### src/rtl/fog_pkg.sv
// Shared types and helpers for the fibre-optic gyro loop emulator: FSM encoding,
// ADC saturation limits and the loop-delay legalisation rule.
package fog_pkg;

  typedef enum logic [1:0] {
    ST_IDLE = 2'd0,
    ST_FILL = 2'd1,
    ST_RUN  = 2'd2
  } fog_state_t;

  // Largest and smallest two's-complement values of a 'bits'-wide ADC word.
  function automatic int sat_max(input int bits);
    return (1 <<< (bits - 1)) - 1;
  endfunction

  function automatic int sat_min(input int bits);
    return -(1 <<< (bits - 1));
  endfunction

  // A zero transit time is meaningless for a fibre loop; it behaves as one clock.
  function automatic logic [7:0] eff_delay(input logic [7:0] d);
    return (d == 8'd0) ? 8'd1 : d;
  endfunction

endpackage

### src/rtl/fog_delay_ram.sv
// Fibre-loop delay line: single-clock simple dual-port RAM with registered read.
module fog_delay_ram #(
  parameter int WIDTH  = 16,
  parameter int DEPTH  = 256,
  parameter int ADDR_W = $clog2(DEPTH)
) (
  input  logic              clk,
  input  logic              rst_n,
  input  logic              we,
  input  logic [ADDR_W-1:0] wr_addr,
  input  logic [WIDTH-1:0]  wr_data,
  input  logic [ADDR_W-1:0] rd_addr,
  output logic [WIDTH-1:0]  rd_data
);

  logic [WIDTH-1:0] mem [DEPTH];

  // NOTE: the array itself is never reset so it maps onto block RAM; only the
  // read register, which feeds the datapath, is cleared.
  always_ff @(posedge clk) begin
    if (we) mem[wr_addr] <= wr_data;
  end

  always_ff @(posedge clk or negedge rst_n) begin
    if (!rst_n) rd_data <= '0;
    else        rd_data <= mem[rd_addr];
  end

endmodule

### src/rtl/fog_loop_emulator.sv
// Closed-loop FOG plant emulator: delays the modulation code by the loop transit
// time and produces the demodulated phase difference as an ADC sample.
module fog_loop_emulator
  import fog_pkg::*;
#(
  parameter int DAC_BIT     = 16,
  parameter int ADC_BIT     = 14,
  parameter int DELAY_DEPTH = 256
) (
  input  logic                      i_clk,
  input  logic                      i_rst_n,
  input  logic                      i_en,
  input  logic signed [DAC_BIT-1:0] i_dac_data,
  input  logic        [7:0]         i_delay_cnt,
  input  logic signed [15:0]        i_rate,
  input  logic        [3:0]         i_gain_shift,
  input  logic signed [ADC_BIT-1:0] i_bias,
  output logic signed [ADC_BIT-1:0] o_adc_data,
  output logic                      o_valid,
  output logic                      o_sat
);

  localparam int AW     = $clog2(DELAY_DEPTH);
  localparam int DIFF_W = DAC_BIT + 1;
  localparam int SUM_W  = DAC_BIT + 2;
  localparam int RES_W  = (DAC_BIT + 3 > ADC_BIT + 1) ? DAC_BIT + 3 : ADC_BIT + 1;

  localparam logic signed [RES_W-1:0] SAT_HI = RES_W'(sat_max(ADC_BIT));
  localparam logic signed [RES_W-1:0] SAT_LO = RES_W'(sat_min(ADC_BIT));

  fog_state_t state;
  logic [AW-1:0] wr_ptr;
  logic [AW-1:0] rd_ptr;
  logic [7:0]    fill_cnt;
  logic [7:0]    delay_q;
  logic [7:0]    delay_in;
  logic          write_en;

  assign delay_in = eff_delay(i_delay_cnt);
  assign write_en = i_en && (state != ST_IDLE);
  assign rd_ptr   = wr_ptr - AW'(delay_q);

  // NOTE: every register in a clocked block uses <= so all of them update from
  // the same pre-edge values, independent of statement order.
  always_ff @(posedge i_clk or negedge i_rst_n) begin
    if (!i_rst_n) begin
      state    <= ST_IDLE;
      wr_ptr   <= '0;
      fill_cnt <= '0;
      delay_q  <= '0;
    end else begin
      if (write_en) wr_ptr <= wr_ptr + AW'(1);
      if (!i_en) begin
        state    <= ST_IDLE;
        fill_cnt <= '0;
      end else begin
        case (state)
          ST_IDLE: begin
            state    <= ST_FILL;
            fill_cnt <= '0;
            delay_q  <= delay_in;
          end
          ST_FILL, ST_RUN: begin
            // A new transit time invalidates the loop contents: refill from scratch.
            if (delay_in != delay_q) begin
              state    <= ST_FILL;
              fill_cnt <= '0;
              delay_q  <= delay_in;
            end else if (state == ST_FILL) begin
              fill_cnt <= fill_cnt + 8'd1;
              if (({1'b0, fill_cnt} + 9'd1) >= {1'b0, delay_q}) state <= ST_RUN;
            end
          end
          default: state <= ST_IDLE;
        endcase
      end
    end
  end

  // Stage 1: current code alongside the code that entered the loop delay_q clocks ago.
  logic signed [DAC_BIT-1:0] dac_q;
  logic signed [DAC_BIT-1:0] old_q;
  logic                      run_q;

  fog_delay_ram #(
    .WIDTH (DAC_BIT),
    .DEPTH (DELAY_DEPTH),
    .ADDR_W(AW)
  ) u_delay_ram (
    .clk    (i_clk),
    .rst_n  (i_rst_n),
    .we     (write_en),
    .wr_addr(wr_ptr),
    .wr_data(i_dac_data),
    .rd_addr(rd_ptr),
    .rd_data(old_q)
  );

  always_ff @(posedge i_clk or negedge i_rst_n) begin
    if (!i_rst_n) begin
      dac_q <= '0;
      run_q <= 1'b0;
    end else begin
      dac_q <= i_dac_data;
      run_q <= (state == ST_RUN);
    end
  end

  // Stage 2: phase difference plus rotation term, scaled, offset and clipped.
  logic signed [DIFF_W-1:0]  diff;
  logic signed [SUM_W-1:0]   sum;
  logic signed [SUM_W-1:0]   scaled;
  logic signed [RES_W-1:0]   res;
  logic signed [ADC_BIT-1:0] res_clip;
  logic                      res_ovf;

  assign diff   = DIFF_W'(dac_q) - DIFF_W'(old_q);
  assign sum    = SUM_W'(diff) + SUM_W'(i_rate);
  assign scaled = sum >>> i_gain_shift;
  assign res    = RES_W'(scaled) + RES_W'(i_bias);

  // NOTE: defaults first, so every path assigns both outputs and no latch appears.
  always_comb begin
    res_clip = res[ADC_BIT-1:0];
    res_ovf  = 1'b0;
    if (res > SAT_HI) begin
      res_clip = SAT_HI[ADC_BIT-1:0];
      res_ovf  = 1'b1;
    end else if (res < SAT_LO) begin
      res_clip = SAT_LO[ADC_BIT-1:0];
      res_ovf  = 1'b1;
    end
  end

  // Leaving RUN drops the in-flight sample immediately rather than draining it.
  always_ff @(posedge i_clk or negedge i_rst_n) begin
    if (!i_rst_n) begin
      o_adc_data <= '0;
      o_valid    <= 1'b0;
      o_sat      <= 1'b0;
    end else if (run_q && (state == ST_RUN)) begin
      o_adc_data <= res_clip;
      o_valid    <= 1'b1;
      o_sat      <= res_ovf;
    end else begin
      o_adc_data <= i_bias;
      o_valid    <= 1'b0;
      o_sat      <= 1'b0;
    end
  end

endmodule

### config.mk
export PLATFORM = sky130hd
export DESIGN_NAME = fog_loop_emulator
export DESIGN_NICKNAME = d
export VERILOG_FILES = /design/src/rtl/fog_pkg.sv /design/src/rtl/fog_delay_ram.sv /design/src/rtl/fog_loop_emulator.sv
export SDC_FILE = /design/constraint.sdc
export NUM_CORES = 2
export LEC_CHECK = 0
export ABC_AREA = 0
export ABC_CLOCK_PERIOD_IN_PS = 4900
export CORE_UTILIZATION = 25
export DETAILED_ROUTE_END_ITERATION = 16
export SYNTH_ARGS = -nofsm -noshare
export SYNTH_HDL_FRONTEND = slang
export SYNTH_SLANG_ARGS = --single-unit
### constraint.sdc
create_clock -name i_clk -period 4.9 [get_ports i_clk]
set_input_delay 0.735 -clock i_clk [delete_from_list [all_inputs] [get_ports i_clk]]
set_output_delay 0.735 -clock i_clk [all_outputs]
set_load 0.01 [all_outputs]
; After elaboration in Yosys (flattened, before gate mapping)
; Memory sizes are Yosys's and may differ from the RTL's. A register that Yosys moved wholly into a read port is not among the register bits.
; Index checks and enable logic that the tools add are counted.
[word_totals]
out_inout_bits = 16
mem_bits_rw = 4096
memories = 1
wordCells = 60
regBits = 59
[memory_table]
columns = memory, words, width, read_ports, rd_clocked_by_memory_dff, write_ports, line_no
row1 = u_delay_ram.mem, 256, 16, 1, 1, 1, fog_delay_ram.sv:16  ; logic [WIDTH-1:0] mem [DEPTH];
[op_classes]
magnitude_cmp = 3
n_addsub = 7
reduce_logical = 11
n_mux = 21
shift = 1
eq_ne = 7
[op_table]
columns = operator, n
row1 = 2-to-1 mux 14 bit, 3
row2 = 2-to-1 mux 8 bit, 5
row3 = case mux 8 bit (2 select lines), 2
row4 = adder 18 x 14 -> 19 bit, 1
row5 = greater-than comparator 19 x 14 -> 1 bit (second input constant), 1
row6 = less-than comparator 19 x 14 -> 1 bit (second input constant), 1
row7 = adder 17 x 16 -> 18 bit, 1
row8 = >>> shifter 18 x 4 -> 18 bit, 1
row9 = subtractor 16 x 16 -> 17 bit, 1
row10 = adder 8 x 1 -> 8 bit (second input constant), 2
row11 = adder 8 x 1 -> 9 bit (second input constant), 1
row12 = greater-or-equal comparator 9 x 8 -> 1 bit, 1
row13 = logical NOT 8 bit, 1
row14 = 2-to-1 mux 2 bit, 4
row15 = inequality test 4 bit (second input constant), 2
row16 = inequality test 8 bit, 1
row17 = subtractor 8 bit, 1
row18 = 2-to-1 mux 1 bit, 6
row19 = case mux 2 bit (2 select lines), 1
row20 = AND reduction 2 bit, 2
row21 = nonzero test 2 bit, 2
row22 = inequality test 3 x 1 -> 1 bit (second input constant), 1
row23 = AND reduction 3 bit, 1
row24 = == test 2 x 1 -> 1 bit (second input constant), 1
row25 = other kinds (6), 7

; Depth between registers and ports, before layout
[depth]
depth_word = 8
mapped_depth = 25
ltp_nobuf = 24

; Modules after synthesis
; A second synthesis with hierarchy kept.
[hier_totals]
cells_unflattened = 8081
area_unflattened_um2 = 164938.2
[by_module_without_submodules]
columns = module, instances, cells_each, seq_area_each_um2, area_per_inst_um2
row1 = fog_delay_ram, 1, 7360, 123398.3, 158796.0
row2 = fog_loop_emulator, 1, 721, 1476.4, 6142.1

; Least setup slack after synthesis
; OpenSTA, ideal clock, no wires.
[synth_path]
path_kind = input-to-reg
start = in i_rate[4]
end = reg o_adc_data[11]
path_stages = 25
arrival_time_ns = 5.818
path_buffers = 2
path_slack_ns = -1.048
required_ns = 4.770
path_cell_list = inv_1 -> fa_1 -> inv_1 -> ha_1 -> buf_2 -> and2_1 -> a311oi_1 -> a211oi_1 -> o2111ai_1 -> a21boi_0 -> nor3_1 -> o221ai_1 -> a31oi_1 -> ha_1 -> inv_1 -> fa_1 -> nand2b_1 -> a21oi_1 -> o211ai_1 -> a21o_1 -> a22oi_1 -> nor4b_1 -> a311oi_1 -> buf_2 -> a31oi_1
[synth_via]
elab_chain_cells = 7
elab_cells_between_ends = 8
cone_classes = add/sub: 2 / order compare: 2 / shift: 1 / mux: 3
[synth_rtl]
columns = item, line_no
row1 = "start, declared", fog_loop_emulator.sv:15  ; input logic signed [15:0] i_rate,
row2 = adder 17 x 16 -> 18 bit *, fog_loop_emulator.sv:118  ; assign sum = SUM_W'(diff) + SUM_W'(i_rate);
row3 = >>> shifter 18 x 4 -> 18 bit *, fog_loop_emulator.sv:119  ; assign scaled = sum >>> i_gain_shift;
row4 = adder 18 x 14 -> 19 bit *, fog_loop_emulator.sv:120  ; assign res = RES_W'(scaled) + RES_W'(i_bias);
row5 = less-than comparator 19 x 14 -> 1 bit, fog_loop_emulator.sv:129  ; end else if (res < SAT_LO) begin
row6 = 2-to-1 mux 14 bit, fog_loop_emulator.sv:129
row7 = 2-to-1 mux 14 bit *, fog_loop_emulator.sv:126  ; if (res > SAT_HI) begin
row8 = 2-to-1 mux 14 bit *, fog_loop_emulator.sv:141  ; end else if (run_q && (state == ST_RUN)) begin
row9 = "end signal, assigned", fog_loop_emulator.sv:142  ; o_adc_data <= res_clip;
row10 = "end signal, assigned", fog_loop_emulator.sv:146  ; o_adc_data <= i_bias;
row11 = "end, declared", fog_loop_emulator.sv:18  ; output logic signed [ADC_BIT-1:0] o_adc_data,
; Mark *: on every way between the ends. The rest lies on a longest branch, timed or not.
; A chain may end at the register's enable or synchronous reset.

; Worst setup path in the final report
[layout_path]
start = reg u_delay_ram.rd_data[4] (read register of u_delay_ram.mem)
end = reg o_adc_data[1]
[layout_via]
elab_chain_cells = 8
elab_cells_between_ends = 9
cone_classes = add/sub: 3 / order compare: 2 / shift: 1 / mux: 3
[layout_rtl]
columns = item, line_no
row1 = "start, declared", fog_delay_ram.sv:13  ; output logic [WIDTH-1:0] rd_data
row2 = subtractor 16 x 16 -> 17 bit *, fog_loop_emulator.sv:117  ; assign diff = DIFF_W'(dac_q) - DIFF_W'(old_q);
row3 = adder 17 x 16 -> 18 bit *, fog_loop_emulator.sv:118
row4 = >>> shifter 18 x 4 -> 18 bit *, fog_loop_emulator.sv:119
row5 = adder 18 x 14 -> 19 bit *, fog_loop_emulator.sv:120
row6 = less-than comparator 19 x 14 -> 1 bit, fog_loop_emulator.sv:129
row7 = 2-to-1 mux 14 bit, fog_loop_emulator.sv:129
row8 = 2-to-1 mux 14 bit *, fog_loop_emulator.sv:126
row9 = 2-to-1 mux 14 bit *, fog_loop_emulator.sv:141
; Marks and branches as above.

==> impl_metrics.ini <==
[sta]
holdWs_ns = 0.193
final_max_slew_viol_count = 0
clock.fmax_ghz = 0.176
hold_viol = 0
setup_ws_ns = -0.770
min_period_ns = 5.67
finalSetupViolCount = 15
max-slew-margin-rel_pct = 4.19
tightest_slew_ns = 1.44
rsz0062_at_grt = yes
skew_ns = 0.113
period_share_pct = 116

[critical_path]
reg2regPathDepth = 23
required_ns = 5.71
r2r_setup_slack_ns = -0.77
timing.rr.end = o_adc_data[1]
reg2reg_from = u_delay_ram.rd_data[4]
crit_fanout = 7
crit_arrival_ns = 6.48
cp-end-kind = register
criticalPathCategory = reg2reg
worstSetupStartpointType = register

[die]
ioPinCount = 77
start_util_pct = 25.1
die_h_um = 812
dieWidth_um = 812
row_count = 297
die_area_mm2 = 0.659
fp.coreArea_mm2 = 0.654

[placement]
post_dp_cell_area_mm2 = 0.182
hpwl_um = 258000
dp.cells = 16500
numPortBuffers = 76
routabilityCongestion = 0.826

[power_and_ir_drop]
ir_drop_mv = 1.01
combPwrFrac_pct = 45.8
p_leak_nw = 61.0
p_int_mw = 84.2
clkPwrFrac_pct = 23.8
swShare_pct = 35.3
power.density_mw_per_mm2 = 665
pwr-share-seq_pct = 30.4
p_switching_mw = 45.8

[logic_synthesis]
synth_top_family_by_area = multiplexers
async_reset_ff_share_pct = 1.80
synth_cell_type_count = 83
syn-num-nets = 7456
ys.flop_type = edfxtp_1
synthXorXnorAreaFrac_pct = 0.245
synth_mux_area_share_pct = 17.6
synth-edff-count = 4096
synth_area_mm2 = 0.164
ys_seq_area_share_pct = 76.2
synthAdderAreaFrac_pct = 0.678
synthSimpleGateAreaFrac_pct = 2.14
synthCells = 7317
synth_warnings = 0
synth-seq-cells = 4171
synth-compound-area-share_pct = 1.75
avgSynthCellArea_um2 = 22.4

[finish]
syn_to_final_growth_pct = 19.3
mostFrequentLayoutCell = edfxtp_1
nFillCells = 62700
seq_area_mm2 = 0.125
drive_gt1_share_pct = 33.7
layout_common_cells = edfxtp_1 (4096), mux4_2 (1220), buf_4 (716), clkbuf_16 (423), nor2_1 (337)
final_nets = 8388
final_area_mm2 = 0.196
layout.cells.non_filler = 17300
multi_input_area_mm2 = 0.0377

[global_routing]
grt_pass1_wl_um = 600000
grt_max_degree = 155
antenna_found_initial = 30
grt_pass1_vias = 80100
grtUsageTotal_pct = 12.3
grt.overflow.total = 0

[status]
violations = setup timing
run_status = finished, violations left

[routing]
vias = 79400
wl_um = 420000
drcViolationCount = 0
drt_iter0_markers = 9246
dr.pass1.iters = 6
viasPerCell = 4.59
avgRoutedWirePerCell_um = 24.3
drtAntennaViolNets = 0

[clock_network]
cts.sinks = 4171
clock_latency_ns = 1.04
cts_tree = done
cts_max_level = 5
clk_pin_slew_ns = 0.06
numCtsBuffers = 418
root_buffer = clkbuf_16
clockBufferDepth = 4

[job]
max-cap-violations = 0

[min_path]
hold_path_startpoint = i_dac_data[1]
hold_depth = 1
min_path_type = in2reg
worstHoldEndpoint = u_delay_ram.mem[90][1]
-- critical path: stages (launching register included) --
cell and delay [ns]:
dfrtp_1 0.38, fa_1 0.55, inv_2 0.05, ha_4 0.30
nand3_4 0.07, buf_4 0.14, o2111ai_4 0.26, a21oi_2 0.10
or2_4 0.24, buf_4 0.14, o221a_2 0.23, a2111o_1 0.44
o21ai_1 0.16, o21ai_1 0.09, ha_1 0.35, a21oi_2 0.19
o21ai_2 0.08, a221o_1 0.32, a211o_1 0.30, a32o_1 0.23
or4b_4 0.58, nand2_8 0.12, buf_12 0.13, a311oi_2 0.10
-- how the worst max path moves through the flow --
stage,start,endpoint,depth (start not counted)
floorplan,i_rate[4],o_adc_data[0],24
global placement,i_rate[4],o_adc_data[1],23
detailed placement,i_rate[4],o_adc_data[1],23
CTS,u_delay_ram.rd_data[1],o_adc_data[1],21
global route,u_delay_ram.rd_data[4],o_adc_data[1],21
finish,u_delay_ram.rd_data[4],o_adc_data[1],23
-- power by group through the flow --
| stage | logic, mW | registers, mW | clock network [mW] |
|---|---|---|---|
| after floorplan | 33.8 | 40.2 | 0 |
| after global placement | 58.5 | 40.3 | 0 |
| after detailed placement | 58.6 | 40.3 | 0 |
| after CTS | 59.3 | 39.5 | 31.6 |
| after global routing | 62.2 | 39.5 | 32.9 |
| final | 59.5 | 39.5 | 31.0 |
-- layer usage --
layer | global-route usage (%) | wire length [um] | up-vias
met4 | 3.51 | 12100 | 6
li1 | - | - | 32900
met3 | 2.30 | 32700 | 557
met2 | 19.6 | 196000 | 3100
met1 | 17.2 | 179000 | 42800
met5 | 0 | 45 | -
-- sequential cells by signal, indices dropped and copies added (netlist names) --
register,count
o_sat,1
o_valid,1
o_adc_data,14
u_delay_ram.mem,4096
state,2
u_delay_ram.rd_data,16
fill_cnt,8
dac_q,16
wr_ptr,8
run_q,1
delay_q,8
-- per-stage QoR --
step | worst slack (ns) | setup TNS [ns] | util [%] | total power [mW]
finish | -0.770 | -10.26 | 29.9 | 130
CTS | -0.751 | -9.72 | 29.9 | 130
detailed placement | -1.87 | -26.80 | 27.8 | 98.9
floorplan | -0.704 | -9.25 | - | 74.0
global placement | -1.88 | -26.82 | 27.8 | 98.8
global route | -0.962 | -13.29 | 29.9 | 135
-- logic make-up after synthesis --
family / count (synthesis)
xor gates and xnor gates: 45
AOI/OAI and AO/OA: 388
DFF: 4171
muxes: 1356
buffers and inverters: 487
and+or+nand+nor: 792
adders and majority gates: 78
-- Yosys cell counts (13+ instances only) --
cell type / count / share of area [%]
a211oi_1: 29 / 0.13
a21o_1: 17 / 0.078
a21oi_1: 50 / 0.15
a221o_1: 16 / 0.098
a221oi_1: 21 / 0.11
a2bb2oi_1: 16 / 0.085
a31oi_1: 28 / 0.11
a32oi_1: 18 / 0.096
and2_1: 18 / 0.069
and4b_1: 16 / 0.098
buf_1: 13 / 0.030
buf_2: 132 / 0.40
buf_4: 50 / 0.23
clkbuf_1: 193 / 0.44
dfrtp_1: 75 / 1.1
edfxtp_1: 4096 / 75
fa_1: 18 / 0.22
ha_1: 60 / 0.46
inv_1: 85 / 0.19
mux2_2: 39 / 0.27
mux2i_1: 97 / 0.59
mux4_2: 1220 / 17
nand2_1: 181 / 0.41
nand3_1: 88 / 0.27
nand4_1: 14 / 0.053
nor2_1: 389 / 0.89
nor2b_1: 16 / 0.061
nor3_1: 17 / 0.052
o211ai_1: 27 / 0.12
o21ai_0: 41 / 0.13
o22ai_1: 34 / 0.13
xnor2_1: 32 / 0.17
-- cell type report --
cell class | count | area share [%]
clock buffer | 496 | 5.56
antenna | 11 | 0.0141
inverter | 86 | 0.170
clock inverter | 276 | 1.19
multi-input combinational | 2659 | 19.3
sequential | 4171 | 63.8
tap | 8671 | 5.55
timing repair buffer | 913 | 4.40
-- what timing repair did --
action,4_1_cts,5_1_grt
pin swaps,31,43
setup buffers,10,9
resized for setup,39,47
setup endpoints to repair,18,19
hold endpoints to repair,41,0
hold buffers,1,0
gates cloned,1,1
No activity file was read; power rests on OpenSTA's default activity.
